**config.mk**
```make
export PLATFORM = sky130hd
export DESIGN_NAME = ps2_key_decoder_flat
export DESIGN_NICKNAME = d
export VERILOG_FILES = /design/src/rtl/ps2_key_if.sv /design/src/rtl/ps2_key_decoder.sv /design/src/flat_wrapper.sv
export SDC_FILE = /design/constraint.sdc
export NUM_CORES = 1
export LEC_CHECK = 0
export CAP_MARGIN = 30
export CORE_ASPECT_RATIO = 1.1
export CORE_MARGIN = 2
export CORE_UTILIZATION = 39
export CTS_BUF_LIST = sky130_fd_sc_hd__clkbuf_16
export CTS_CLUSTER_SIZE = 14
export DETAILED_ROUTE_END_ITERATION = 8
export SETUP_SLACK_MARGIN = 0.15
export SYNTH_ARGS = -nofsm -noshare
export SYNTH_HDL_FRONTEND = slang
export SYNTH_SLANG_ARGS = --single-unit
```
**constraint.sdc**
```tcl
create_clock -name clk -period 2.96 [get_ports clk]
set_input_delay 0.592 -clock clk [delete_from_list [all_inputs] [get_ports clk]]
set_output_delay 0.592 -clock clk [all_outputs]
set_load 0.01 [all_outputs]
```
**src/rtl/ps2_key_if.sv**
```systemverilog
// Bundle between the PS/2 receive FIFO, the key decoder and the game logic.
// The master side is the decoder: it pops the FIFO and drives key events.
interface ps2_key_if;
  logic       fifo_empty;
  logic [7:0] fifo_data;
  logic       fifo_rd;
  logic [7:0] key_code;
  logic       key_ext;
  logic       key_break;
  logic       key_valid;
  logic [3:0] held;
  logic       left_pulse;
  logic       right_pulse;
  logic       down_pulse;
  logic       rot_pulse;

  modport master (
    input  fifo_empty, fifo_data,
    output fifo_rd, key_code, key_ext, key_break, key_valid, held,
           left_pulse, right_pulse, down_pulse, rot_pulse
  );

  modport slave (
    output fifo_empty, fifo_data,
    input  fifo_rd, key_code, key_ext, key_break, key_valid, held,
           left_pulse, right_pulse, down_pulse, rot_pulse
  );
endinterface

```
**src/rtl/ps2_key_decoder.sv**
```systemverilog
// Pops PS/2 scancodes from a FWFT FIFO, parses E0/F0/E1 prefixes into key events,
// and tracks held game keys with auto-repeating move pulses and a one-shot rotate.
module ps2_key_decoder #(
  parameter logic [7:0] KEY_LEFT    = 8'h34,
  parameter logic [7:0] KEY_RIGHT   = 8'h36,
  parameter logic [7:0] KEY_DOWN    = 8'h32,
  parameter logic [7:0] KEY_ROT     = 8'h35,
  parameter int         REP_DELAY   = 6250000,
  parameter int         REP_RATE    = 1250000,
  parameter int         PFX_TIMEOUT = 2500000
) (
  input  logic     clk,
  input  logic     rst,
  ps2_key_if.master bus
);

  localparam int CNT_MAX = (REP_DELAY > REP_RATE) ? REP_DELAY : REP_RATE;
  localparam int CNT_W   = $clog2(CNT_MAX + 1);
  localparam int TMO_W   = $clog2(PFX_TIMEOUT + 1);

  typedef enum logic [2:0] {ST_IDLE, ST_E0, ST_F0, ST_E0F0, ST_SKIP} state_t;

  state_t           state_q, state_d;
  logic [2:0]       skip_q, skip_d;
  logic [TMO_W-1:0] tmo_q;
  logic             rd_q;
  logic             consume;
  logic             ev_fire, ev_ext, ev_brk;
  logic             key_make, key_brk;
  logic [3:0]       hit;

  logic [7:0]       code_q;
  logic             ext_q, brk_q, valid_q;
  logic [3:0]       held_q, pulse_q;
  logic [CNT_W-1:0] rep_q [3];

  // Pop only on a non-empty head and never in back-to-back cycles.
  assign consume     = rst & ~bus.fifo_empty & ~rd_q;
  assign bus.fifo_rd = consume;

  always_comb begin
    // NOTE: every signal written here gets a default first so no latch is inferred.
    state_d = state_q;
    skip_d  = skip_q;
    ev_fire = 1'b0;
    ev_ext  = 1'b0;
    ev_brk  = 1'b0;
    if (consume) begin
      case (state_q)
        ST_IDLE: begin
          case (bus.fifo_data)
            8'hE0: state_d = ST_E0;
            8'hF0: state_d = ST_F0;
            8'hE1: begin
              state_d = ST_SKIP;
              skip_d  = 3'd7;
            end
            8'hFA, 8'hFE, 8'hAA, 8'hEE, 8'h00, 8'hFF: ;
            default: ev_fire = 1'b1;
          endcase
        end
        ST_E0: begin
          if (bus.fifo_data == 8'hF0) state_d = ST_E0F0;
          else if (bus.fifo_data != 8'hE0) begin
            ev_fire = 1'b1;
            ev_ext  = 1'b1;
            state_d = ST_IDLE;
          end
        end
        ST_F0: begin
          ev_fire = 1'b1;
          ev_brk  = 1'b1;
          state_d = ST_IDLE;
        end
        ST_E0F0: begin
          ev_fire = 1'b1;
          ev_ext  = 1'b1;
          ev_brk  = 1'b1;
          state_d = ST_IDLE;
        end
        ST_SKIP: begin
          if (skip_q <= 3'd1) begin
            skip_d  = 3'd0;
            state_d = ST_IDLE;
          end else begin
            skip_d = skip_q - 3'd1;
          end
        end
        default: state_d = ST_IDLE;
      endcase
    end else if (state_q != ST_IDLE && tmo_q == TMO_W'(PFX_TIMEOUT - 1)) begin
      // Abandon a prefix whose follow-up byte never arrived.
      state_d = ST_IDLE;
      skip_d  = 3'd0;
    end
  end

  always_ff @(posedge clk or negedge rst) begin
    // NOTE: sequential state uses non-blocking assignments so every flop updates together at the edge.
    if (!rst) begin
      state_q <= ST_IDLE;
      skip_q  <= 3'd0;
      tmo_q   <= '0;
      rd_q    <= 1'b0;
    end else begin
      state_q <= state_d;
      skip_q  <= skip_d;
      tmo_q   <= (consume || state_q == ST_IDLE) ? '0 : tmo_q + 1'b1;
      rd_q    <= consume;
    end
  end

  always_ff @(posedge clk or negedge rst) begin
    if (!rst) begin
      valid_q <= 1'b0;
      code_q  <= 8'h00;
      ext_q   <= 1'b0;
      brk_q   <= 1'b0;
    end else begin
      valid_q <= ev_fire;
      if (ev_fire) begin
        code_q <= bus.fifo_data;
        ext_q  <= ev_ext;
        brk_q  <= ev_brk;
      end
    end
  end

  // Game keys are plain (non-E0) codes; bit order {rot,down,right,left}.
  assign hit = {bus.fifo_data == KEY_ROT,   bus.fifo_data == KEY_DOWN,
                bus.fifo_data == KEY_RIGHT, bus.fifo_data == KEY_LEFT};
  assign key_make = ev_fire & ~ev_ext & ~ev_brk;
  assign key_brk  = ev_fire & ~ev_ext &  ev_brk;

  always_ff @(posedge clk or negedge rst) begin
    if (!rst) begin
      held_q  <= '0;
      pulse_q <= '0;
      // NOTE: the repeat counters are a few flops, not a RAM, so they are reset like any register.
      for (int i = 0; i < 3; i++) rep_q[i] <= '0;
    end else begin
      pulse_q <= '0;
      for (int i = 0; i < 3; i++) begin
        if (key_make && hit[i] && !held_q[i]) begin
          held_q[i]  <= 1'b1;
          pulse_q[i] <= 1'b1;
          rep_q[i]   <= CNT_W'(REP_DELAY);
        end else if (key_brk && hit[i]) begin
          held_q[i] <= 1'b0;
          rep_q[i]  <= '0;
        end else if (held_q[i]) begin
          if (rep_q[i] == CNT_W'(1)) begin
            pulse_q[i] <= 1'b1;
            rep_q[i]   <= CNT_W'(REP_RATE);
          end else begin
            rep_q[i] <= rep_q[i] - 1'b1;
          end
        end
      end
      if (key_make && hit[3] && !held_q[3]) begin
        held_q[3]  <= 1'b1;
        pulse_q[3] <= 1'b1;
      end else if (key_brk && hit[3]) begin
        held_q[3] <= 1'b0;
      end
    end
  end

  assign bus.key_code    = code_q;
  assign bus.key_ext     = ext_q;
  assign bus.key_break   = brk_q;
  assign bus.key_valid   = valid_q;
  assign bus.held        = held_q;
  assign bus.left_pulse  = pulse_q[0];
  assign bus.right_pulse = pulse_q[1];
  assign bus.down_pulse  = pulse_q[2];
  assign bus.rot_pulse   = pulse_q[3];

endmodule

```
**src/flat_wrapper.sv**
```systemverilog
// flat-port wrapper written by rule: the top's interface ports become plain ports
module ps2_key_decoder_flat 
#(
  parameter logic [7:0] KEY_LEFT    = 8'h34,
  parameter logic [7:0] KEY_RIGHT   = 8'h36,
  parameter logic [7:0] KEY_DOWN    = 8'h32,
  parameter logic [7:0] KEY_ROT     = 8'h35,
  parameter int         REP_DELAY   = 6250000,
  parameter int         REP_RATE    = 1250000,
  parameter int         PFX_TIMEOUT = 2500000
)
  (clk, rst, bus_fifo_empty, bus_fifo_data, bus_fifo_rd, bus_key_code, bus_key_ext, bus_key_break, bus_key_valid, bus_held, bus_left_pulse, bus_right_pulse, bus_down_pulse, bus_rot_pulse);
  ps2_key_if bus_i ();
  input  logic clk;
  input  logic rst;
  input wire logic [$bits(bus_i.fifo_empty)-1:0] bus_fifo_empty;
  input wire logic [$bits(bus_i.fifo_data)-1:0] bus_fifo_data;
  output wire logic [$bits(bus_i.fifo_rd)-1:0] bus_fifo_rd;
  output wire logic [$bits(bus_i.key_code)-1:0] bus_key_code;
  output wire logic [$bits(bus_i.key_ext)-1:0] bus_key_ext;
  output wire logic [$bits(bus_i.key_break)-1:0] bus_key_break;
  output wire logic [$bits(bus_i.key_valid)-1:0] bus_key_valid;
  output wire logic [$bits(bus_i.held)-1:0] bus_held;
  output wire logic [$bits(bus_i.left_pulse)-1:0] bus_left_pulse;
  output wire logic [$bits(bus_i.right_pulse)-1:0] bus_right_pulse;
  output wire logic [$bits(bus_i.down_pulse)-1:0] bus_down_pulse;
  output wire logic [$bits(bus_i.rot_pulse)-1:0] bus_rot_pulse;
  assign bus_i.fifo_empty = bus_fifo_empty;
  assign bus_i.fifo_data = bus_fifo_data;
  assign bus_fifo_rd = bus_i.fifo_rd;
  assign bus_key_code = bus_i.key_code;
  assign bus_key_ext = bus_i.key_ext;
  assign bus_key_break = bus_i.key_break;
  assign bus_key_valid = bus_i.key_valid;
  assign bus_held = bus_i.held;
  assign bus_left_pulse = bus_i.left_pulse;
  assign bus_right_pulse = bus_i.right_pulse;
  assign bus_down_pulse = bus_i.down_pulse;
  assign bus_rot_pulse = bus_i.rot_pulse;
  ps2_key_decoder #(.KEY_LEFT(KEY_LEFT), .KEY_RIGHT(KEY_RIGHT), .KEY_DOWN(KEY_DOWN), .KEY_ROT(KEY_ROT), .REP_DELAY(REP_DELAY), .REP_RATE(REP_RATE), .PFX_TIMEOUT(PFX_TIMEOUT)) u_core (.clk(clk), .rst(rst), .bus(bus_i));
endmodule
```
Word-level counts from Yosys, hierarchy flattened
Index checks and enable logic that the tools add are counted.
{ "word_totals": {"ff_bits": 117, "in_bits": 11, "output_inout_bits": 20, "elab_cells": 144} }
{ "op_classes": {"n_addsub": 5, "n_lt_le_gt_ge": 1, "n_eq_ne": 26, "muxes": 54, "bitwise_logic": 9, "reduce_logical": 33} }
{ "ops": {"columns": ["cell", "n"], "rows": [
  ["two-way mux 23 bit", 12],
  ["== test 23 x 1 -> 1 bit (second input constant)", 3],
  ["subtractor 23 x 1 -> 23 bit (second input constant)", 3],
  ["== test 8 bit (second input constant)", 8],
  ["== test 8 x 6 -> 1 bit (second input constant)", 4],
  ["two-way mux 1 bit", 28],
  ["two-way mux 3 bit", 8],
  ["adder 22 x 1 -> 22 bit (second input constant)", 1],
  ["== test 22 bit (second input constant)", 1],
  ["two-way mux 22 bit", 1],
  ["one-hot mux 3 bit (3 select lines)", 2],
  ["logical AND 1 bit", 13],
  ["nonzero test 3 bit", 4],
  ["nonzero test 2 bit", 5],
  ["!= test 3 bit (second input constant)", 3],
  ["OR reduction 9 bit", 1],
  ["logical NOT 8 bit", 1],
  ["!= test 8 bit (second input constant)", 1],
  ["== test 3 x 2 -> 1 bit (second input constant)", 2],
  ["one-hot mux 3 bit (2 select lines)", 1],
  ["AND 1 bit", 5],
  ["!= test 5 bit (second input constant)", 1],
  ["logical NOT 1 bit", 4],
  ["!= test 4 bit (second input constant)", 1],
  ["12 further kinds", 15]
]} }

Longest topological paths before layout
Gate-level depths: netlist of run 1.
{ "logic_depth": {"depth_word": 11, "ltp_mapped": 10} }

Worst setup path before layout of run 1
OpenSTA, ideal clock, no wires.
{ "synth_timing": {"path_kind": "in2reg", "startpoint": "input bus_fifo_data[2]", "endpoint": "register u_core.code_q[2], in the netlist u_core.bus.key_code[2]", "arrival_time_ps": 2333, "setup_slack_ps": 502, "stages": 8, "path_cell_list": "clkbuf_1 nand4b_1 or3_1 a21oi_1 nor4_1 o21ai_1 buf_2 mux2_2"} }
{ "synth_via": {"elab_chain_len": 5, "elab_cells_between_ends": 16} }
{ "synth_rtl": {"columns": ["element", "line_no", "text"], "rows": [
  ["start, declared", "flat_wrapper.sv:17", "input wire logic [$bits(bus_i.fifo_data)-1:0] bus_fifo_data;"],
  ["== test 8 bit, or another cell as far along", "ps2_key_decoder.sv:51", "case (bus.fifo_data)"],
  ["OR reduction 9 bit (no source line) or two-way mux 1 bit (tied branches)", null, null],
  ["two-way mux 1 bit, on equally long branches", "ps2_key_decoder.sv:51, ps2_key_decoder.sv:63", null],
  ["one-hot mux 1 bit (3 select lines)", "ps2_key_decoder.sv:49", "case (state_q)"],
  ["two-way mux 1 bit", "ps2_key_decoder.sv:48", "if (consume) begin"],
  ["end signal, assigned", "ps2_key_decoder.sv:122", "code_q <= bus.fifo_data;"],
  ["end, declared", "ps2_key_decoder.sv:32", "logic [7:0] code_q;"]
]} }
Several ways; a longest one is shown, not always the timed one.
A chain may end at the register's enable or synchronous reset.

Worst setup path in the final report of run 1
{ "layout_timing": {"startpoint": "input bus_fifo_empty", "endpoint": "output bus_fifo_rd"} }
{ "layout_via": {"elab_chain_len": 3} }
{ "layout_rtl": {"columns": ["element", "line_no", "text"], "rows": [
  ["start, declared", "flat_wrapper.sv:16", "input wire logic [$bits(bus_i.fifo_empty)-1:0] bus_fifo_empty;"],
  ["inverter 1 bit", "ps2_key_decoder.sv:38", "assign consume = rst & ~bus.fifo_empty & ~rd_q;"],
  ["AND 1 bit (2 in a row)", "ps2_key_decoder.sv:38", null],
  ["end, declared", "flat_wrapper.sv:18", "output wire logic [$bits(bus_i.fifo_rd)-1:0] bus_fifo_rd;"]
]} }
Every way passes these cells.

==> impl_metrics.json, run 1 <==
{
  "synth_top_area_cell": "dfrtp_1",
  "worstPathArrival_ps": 2010,
  "antenna_found_initial": 0,
  "synth_ff_type": "dfrtp_1",
  "synthArstFlopShare": 1.00,
  "reg2reg_from": "u_core.rep_q[38]",
  "grtUsageTotal": 0.201,
  "dpl.hpwl_um": 12200,
  "cts_sinks": 117,
  "dpl-instance-area_um2": 7580,
  "setup_viol": 0,
  "drt_iter0_drc": 642,
  "pre_cts_slack_ps": 1.56,
  "synth_nets": 784,
  "via_count": 6263,
  "htree_num_levels": 4,
  "path_cells": "dlygate4sd2_1 > or3b_2 > inv_1 > clkdlybuf4s50_1",
  "tritoncts": "built",
  "outcome": "finished, final reports clean",
  "cp.depth": 4,
  "worst_clock_skew_ps": 4.32,
  "avgRoutedWirePerCell_um": 15.9,
  "cts.clk_slew.worst_paths_ps": 60,
  "via_per_inst": 5.75,
  "die-area_um2": 18300,
  "coreArea_um2": 17000,
  "yosys_warnings": 0,
  "cpPeakStageDelay_ps": 540,
  "tightest_slew_ps": 769,
  "grt_pass1_wl_um": 29600,
  "path_buf_inv": 3,
  "ios": 31,
  "final_cell_mix": "dfrtp_1 (117), nor2_1 (86), o21ai_0 (69)",
  "drcViolationCount": 0,
  "grtUsageMet1": 0.264,
  "grt.busiest_layer": "met2",
  "crit_slowest_cell": "clkdlybuf4s50_1",
  "final_common_cell": "dfrtp_1",
  "critPathKind": "primary input to output pin",
  "max_cap_viol_count": 0,
  "required_ps": 2370,
  "end_kind": "output pin",
  "clk_root_buffer_cell": "clkbuf_16",
  "setup_ws_ps": 359,
  "yosysTopAreaCellShare": 0.436,
  "diodes": 0,
  "fmax_mhz": 384,
  "hold_viol": 0,
  "drive_gt1_frac": 0.145,
  "r2r-end": "u_core.rep_q[26]",
  "finalInstanceArea_um2": 8240,
  "synth.area.top_cells": "dfrtp_1 (44%), o21ai_0 (5.1%), nor2_1 (4.8%)",
  "use_met2": 0.321,
  "synth_seq_cells": 117,
  "reg2reg_depth": 7,
  "synth_cell_type_count": 68,
  "path_max_fanout": 3,
  "area_delta_synth_final_pct": 22.7,
  "finalWeightedCongestion": 0.904,
  "num-nets-final": 862,
  "crit_path_end": "bus_fifo_rd",
  "grt_util_met3": 0.0437,
  "insertion_delay_ps": 420,
  "io_buffers": 30,
  "synth-edff-count": 0,
  "syn_inst": 764,
  "routed_wl_um": 17400,
  "period_share": 0.879,
  "grt_pass1_vias": 6135,
  "grt_max_degree": 70,
  "maxSlewViolCount": 0,
  "die_h_um": 142,
  "critical-path-top-delay-family": "buffers and inverters",
  "drt-pass1-iter-count": 6,
  "crit_path_start_kind": "primary input",
  "cts_setup_buffers": 0,
  "cts_made_buffers": 17,
  "ys_seq_area_frac": 0.436,
  "clockBufferDepth": 2,
  "post-route-min-period_ps": 2600,
  "avgSynthCellArea_um2": 8.79,
  "p_leak_nw": 3.43,
  "min_path_type": "primary input to async pin",
  "grt-ovfl-total": 0,
  "start_util": 0.396,
  "synthesis.area_um2": 6720,
  "rsz0062_at_grt": "no",
  "maxSlewHeadroom": 0.486,
  "die_width_um": 129,
  "r2r_slack_ps": 540,
  "cp-startpoint": "bus_fifo_empty",
  "rows": 50,
  "ant_nets": 0,
  "peakVddDrop_v": 0.000389,
  "cts_hold_buf": 0,
  "p_per_area_nw_per_um2": 761
}
-- Yosys cell counts, types with 5 or more instances --
cell,n
dfrtp_1,117
nor2_1,86
o21ai_0,69
nand2_1,62
nor3_1,44
nand3_1,38
a21oi_1,31
a31oi_1,22
nor4_1,22
nand4_1,21
or3_1,19
xor2_1,17
inv_1,16
clkbuf_1,14
buf_2,12
nor2b_1,11
o21ai_1,11
mux2_2,10
ha_1,9
nor4b_1,9
a22o_1,8
nand2b_1,7
nor3b_1,6
or2_2,6
xnor2_1,6
nand3b_1,5
o22a_1,5
or4_1,5
-- registers in the layout, summed over array words and instances, names as in the netlist --
name	count
u_core.bus.key_code	8
u_core.bus.key_valid	1
u_core.bus.key_break	1
u_core.rd_q	1
u_core.skip_q	3
u_core.tmo_q	22
u_core.pulse_q	4
u_core.bus.held	4
u_core.state_q	3
u_core.bus.key_ext	1
u_core.rep_q	69
-- worst min path at each step --
stage	slack [ps]	depth (start not counted)	endpoint	from
6_report	40	1	u_core.rd_q	rst
5_1_grt	40	1	u_core.rd_q	rst
4_1_cts	20	1	u_core.tmo_q[14]	rst
3_5_place_dp	480	1	u_core.rd_q	rst
3_3_place_gp	470	1	u_core.skip_q[2]	rst
2_1_floorplan	300	0	u_core.bus.held[0]	rst
-- what timing repair did --
| item | 4_1_cts | 5_1_grt |
|---|---|---|
| setup endpoints to repair | 1 | 0 |
| resized for setup | 1 | 0 |
| endpoints found under the hold margin | 0 | 0 |
-- cell families after synthesis --
family          Yosys count  share of synthesized area
simple gates            371                      0.297
fa+ha+maj                 9                     0.0168
compound gates          186                      0.168
flops                   117                      0.436
mux                      10                     0.0168
xor+xnor                 23                     0.0300
buf+inv                  48                     0.0354
-- cell type report --
class	count	area [um2]
multi-input combinational	599	3550
tap	234	293
fill	1575	8710
timing repair buffer	91	774
clock buffer	17	425
clock inverter	15	211
inverter	16	60.1
sequential	117	2930
-- layer usage --
layer | routed length, um | vias up
met4 | 359 | 0
met5 | 0 | -
met3 | 788 | 32
li1 | - | 2982
met1 | 7810 | 3043
met2 | 8390 | 206
-- metrics by stage --
| step | total power, W | cells | setup TNS (ps) | util | hold slack, ps |
|---|---|---|---|---|---|
| global route | 0.00666 | 1089 | 0 | 0.486 | 38.3 |
| detailed placement | 0.00401 | 1056 | 0 | 0.447 | 479 |
| CTS | 0.00628 | 1088 | 0 | 0.485 | 22.4 |
| finish | 0.00627 | 1089 | 0 | 0.486 | 35.4 |
| floorplan | 0.00339 | 764 | 0 | - | 296 |
| global placement | 0.00395 | 1056 | -7.03 | 0.447 | 473 |
-- report_power, final --
part	internal (W)	switching [W]
logic	0.000762	0.00102
clock network	0.00148	0.000762
registers	0.00190	0.000346
Note: power is estimated with default switching activity, not from simulation.
==> run 2, diff against run 1 <==
PLACE_DENSITY = 0.67   (was not set)
==> impl_metrics.json, run 2 (synthesis gave the netlist of run 1 again) <==
{
  "outcome": "finished, final reports clean",
  "maxSlewViolCount": 0,
  "tightest_slew_ps": 882,
  "clk_root_buffer_cell": "clkbuf_16",
  "crit_path_end": "u_core.rep_q[41]",
  "final_cell_mix": "dfrtp_1 (117), nor2_1 (86), o21ai_0 (69)",
  "ios": 31,
  "via_per_inst": 5.59,
  "cts_sinks": 117,
  "antenna_found_initial": 0,
  "crit_path_start_kind": "flop",
  "start_util": 0.396,
  "drive_gt1_frac": 0.137,
  "cts.clk_slew.worst_paths_ps": 50,
  "die_width_um": 129,
  "grt_pass1_vias": 5619,
  "r2r_slack_ps": 370,
  "die_h_um": 142,
  "io_buffers": 30,
  "grt_max_degree": 69,
  "grt-ovfl-total": 0,
  "pre_cts_slack_ps": 15.1,
  "worstPathArrival_ps": 2870,
  "critical-path-top-delay-family": "simple AND/OR/NAND/NOR gates",
  "clockBufferDepth": 2,
  "critPathKind": "flop to flop",
  "avgRoutedWirePerCell_um": 15.5,
  "r2r-end": "u_core.rep_q[41]",
  "cp-startpoint": "u_core.rep_q[38]",
  "routed_wl_um": 16800,
  "path_max_fanout": 12,
  "fin_cells": 1085,
  "final-seq-area_um2": 2930,
  "dp.cells": 1053,
  "path_buf_inv": 1,
  "p_per_area_nw_per_um2": 734,
  "top_register": "u_core.rep_q",
  "coreArea_um2": 17000,
  "drcViolationCount": 0,
  "min_path_type": "primary input to async pin",
  "area_delta_synth_final_pct": 21.3,
  "drt-pass1-iter-count": 5,
  "insertion_delay_ps": 420,
  "cpPeakStageDelay_ps": 470,
  "tns_ps": 0,
  "fill_cells": 1625,
  "diodes": 0,
  "dpl.hpwl_um": 11700,
  "cts_setup_buffers": 0,
  "max_cap_viol_count": 0,
  "multi_input_area_um2": 3550,
  "tritoncts": "built",
  "end_kind": "flop",
  "maxSlewHeadroom": 0.412,
  "reg2reg_depth": 7,
  "final_common_cell": "dfrtp_1",
  "crit_slowest_cell": "or4_4",
  "drt_iter0_drc": 533,
  "ant_nets": 0,
  "cp.depth": 7,
  "dpl-instance-area_um2": 7570,
  "peakVddDrop_v": 0.000388,
  "setup_ws_ps": 368,
  "cts_made_buffers": 17,
  "fmax_mhz": 386,
  "period_share": 0.876,
  "largest_reg_flops": 69,
  "rows": 50,
  "hold_viol": 0,
  "finalWeightedCongestion": 0.874,
  "post-route-min-period_ps": 2590,
  "grtUsageTotal": 0.195,
  "setup_viol": 0,
  "grt_pass1_wl_um": 28400,
  "die-area_um2": 18300,
  "worst_clock_skew_ps": 7.83,
  "power_w": 0.00598,
  "rsz0062_at_grt": "no",
  "path_cells": "or3_4 > or4_4 > nor3_2 > buf_4 > o21ai_0 > a22oi_1 > o21bai_1",
  "required_ps": 3240,
  "htree_num_levels": 4,
  "p_leak_nw": 3.39,
  "via_count": 6070,
  "num-nets-final": 858,
  "finalInstanceArea_um2": 8150,
  "reg2reg_from": "u_core.rep_q[38]"
}
==> run 2: changes by cell type in the layout (fill, tap and decap cells not counted), sizes merged <==
cell	delta
clkinv	-2
inv	+4
bufinv	-2
buf	-4
==> run 2: power breakdown <==
group / internal [W] / total [W] / switching, W
clock network: 0.00130 / 0.00202 / 0.000726
registers: 0.00190 / 0.00224 / 0.000341
logic: 0.000718 / 0.00172 / 0.000999
total: 0.00391 / 0.00598 / 0.00207
==> run 2: worst register-to-register path: stages, from the launching register on <==
cell and delay (ps):
dfrtp_1 420, or3_4 440, or4_4 480, nor3_2 470
buf_4 290, o21ai_0 110, a22oi_1 170, o21bai_1 80
==> run 2: worst min-delay path by stage <==
stage | to | slack [ps] | cells past startpoint
4_1_cts | u_core.state_q[0] | 10 | 1
6_report | u_core.rep_q[32] | 20 | 1
2_1_floorplan | u_core.bus.held[0] | 300 | 0
3_5_place_dp | u_core.state_q[2] | 460 | 1
5_1_grt | u_core.state_q[0] | 10 | 1
3_3_place_gp | u_core.state_q[0] | 450 | 1
==> run 2: area by class of cell <==
class,count,area share
repair buffers,87,0.0905
clock buffers,17,0.0522
flip-flops and latches,117,0.359
clock inverters,15,0.0183
well taps,234,0.0359
multi-input cells,599,0.436
inverters,16,0.00737
==> run 2: repair_timing <==
action,CTS,global route
hold buffers,0,0
setup endpoints to repair,1,0
gates resized for setup,1,0
hold endpoints to repair,0,0
==> run 2: stage by stage <==
stage / utilization / hold slack [ps]
after detailed placement: 0.447 / 458
after floorplan: - / 296
after global placement: 0.447 / 455
final: 0.481 / 21.5
after CTS: 0.481 / 9.66
after global routing: 0.481 / 10.7
==> run 2: per-layer routing <==
layer / track usage / share of wire
met5: 0 / 0
met4: 0.0641 / 0.015
met3: 0.0460 / 0.043
met2: 0.297 / 0.46
met1: 0.272 / 0.48
==> run 3, diff against run 2 <==
CORE_UTILIZATION = 53   (was 39)
PLACE_DENSITY = 0.82   (was 0.67)
SKIP_LAST_GASP = 1   (was not set)
==> impl_metrics.json, run 3 (synthesis gave the netlist of run 1 again) <==
{
  "outcome": "finished, final reports clean",
  "peakVddDrop_v": 0.000503,
  "ant_nets": 0,
  "diodes": 0,
  "largest_reg_flops": 69,
  "p_per_area_nw_per_um2": 781,
  "area_delta_synth_final_pct": 21.0,
  "drt_iter0_drc": 534,
  "use_met2": 0.447,
  "top_register": "u_core.rep_q",
  "grt_max_degree": 53,
  "final_cell_mix": "dfrtp_1 (117), nor2_1 (86), o21ai_0 (69)",
  "insertion_delay_ps": 430,
  "critical-path-top-delay-family": "buffers and inverters",
  "drive_gt1_frac": 0.142,
  "path_cells": "clkdlybuf4s50_1 > or3b_4 > inv_1 > clkdlybuf4s50_1",
  "combPwrFrac": 0.284,
  "min_path_type": "primary input to async pin",
  "die-area_um2": 13600,
  "critPathKind": "primary input to output pin",
  "crit_path_start_kind": "primary input",
  "tritoncts": "built",
  "switching_share": 0.347,
  "die_h_um": 122,
  "p_sw_w": 0.00220,
  "cts_made_buffers": 17,
  "required_ps": 2370,
  "post-route-min-period_ps": 2730,
  "r2r-end": "u_core.rep_q[17]",
  "p_int_w": 0.00414,
  "grt_util_met3": 0.0597,
  "grt_pass1_vias": 6285,
  "cpMostUsedCell": "clkdlybuf4s50_1",
  "cpPeakStageDelay_ps": 530,
  "r2r_slack_ps": 530,
  "grtUsageMet1": 0.343,
  "drt-pass1-iter-count": 6,
  "antenna_found_initial": 0,
  "avgRoutedWirePerCell_um": 17.5,
  "whs_ps": 39.2,
  "worstPathArrival_ps": 2130,
  "num-nets-final": 859,
  "clk_root_buffer_cell": "clkbuf_16",
  "cts_sinks": 117,
  "die_width_um": 111,
  "grt-ovfl-total": 0,
  "worst_clock_skew_ps": 7.76,
  "grt.busiest_layer": "met2",
  "setup_viol": 0,
  "p_leak_nw": 3.40,
  "maxSlewViolCount": 0,
  "path_max_fanout": 4,
  "grtUsageTotal": 0.271,
  "io_buffers": 30,
  "ios": 31,
  "clkPwrFrac": 0.361,
  "cts_hold_buf": 0,
  "path_buf_inv": 3,
  "final_common_cell": "dfrtp_1",
  "max_cap_viol_count": 0,
  "grt_pass1_wl_um": 29800,
  "routed_wl_um": 17600,
  "pwr-share-seq": 0.355,
  "rows": 43,
  "via_per_inst": 6.37,
  "tightest_slew_ps": 725,
  "dpl.hpwl_um": 12100,
  "cts_setup_buffers": 0,
  "drcViolationCount": 0,
  "finalWeightedCongestion": 0.963,
  "start_util": 0.538,
  "via_count": 6432,
  "rsz0062_at_grt": "no",
  "cts.clk_slew.worst_paths_ps": 60,
  "reg2reg_from": "u_core.rep_q[14]",
  "period_share": 0.921,
  "clockBufferDepth": 2,
  "reg2reg_depth": 6,
  "htree_num_levels": 4,
  "maxSlewHeadroom": 0.515,
  "crit_slowest_cell": "clkdlybuf4s50_1",
  "hold_viol": 0,
  "coreArea_um2": 12500,
  "fmax_mhz": 367,
  "end_kind": "output pin",
  "tns_ps": 0
}
==> run 3: cell types whose count changed in the layout (fill, tap and decap cells not counted), sizes merged <==
cell           change
clkinvlp           +1
bufinv             +2
inv                -2
clkdlybuf4s50      +1
clkinv             -1
buf                +1
dlygate4sd2        -1
==> run 3: through the flow <==
stage	std cells	utilization	power [W]	area (um2)	setup slack (ps)
5_1_grt	1009	0.651	0.00668	8120	193
2_1_floorplan	764	-	0.00339	6720	502
4_1_cts	1009	0.651	0.00632	8120	239
6_report	1009	0.651	0.00634	8120	235
3_5_place_dp	977	0.598	0.00402	7470	32.5
3_3_place_gp	977	0.598	0.00391	7470	90.9
==> run 3: cell type report <==
type	count	area, um2
fillers	999	4360
multi-input cells	599	3550
flip-flops and latches	117	2930
repair buffers	88	733
clock buffers	17	425
clock inverters	15	229
well taps	157	196
inverters	16	60.1
==> run 3: repair_timing <==
item                                   CTS  global route
setup endpoints to repair                1             0
resized for setup                        1             0
endpoints found under the hold margin    0             0
==> run 3: how the worst max path moves through the flow <==
stage	end	startpoint	cells past startpoint	slack [ps]
detailed placement	u_core.rep_q[65]	bus_fifo_data[1]	7	30
global placement	u_core.rep_q[9]	bus_fifo_data[1]	8	90
CTS	bus_fifo_rd	bus_fifo_empty	4	240
finish	bus_fifo_rd	bus_fifo_empty	4	230
global route	bus_fifo_rd	bus_fifo_empty	4	190
floorplan	u_core.bus.key_code[2]	bus_fifo_data[2]	8	500
==> run 3: power groups by stage <==
stage	combinational, W	sequential, W	clock, W
3_5_place_dp	0.00176	0.00225	0
6_report	0.00180	0.00225	0.00229
5_1_grt	0.00201	0.00229	0.00238
4_1_cts	0.00178	0.00223	0.00230
2_1_floorplan	0.00121	0.00218	0
3_3_place_gp	0.00168	0.00223	0
==> run 3: routing by layer <==
layer | share of wire | vias to the layer above | routed length [um]
met5 | 0 | - | 0
met2 | 0.49 | 273 | 8710
met3 | 0.060 | 46 | 1060
li1 | - | 2978 | -
met4 | 0.028 | 0 | 490
met1 | 0.42 | 3135 | 7390
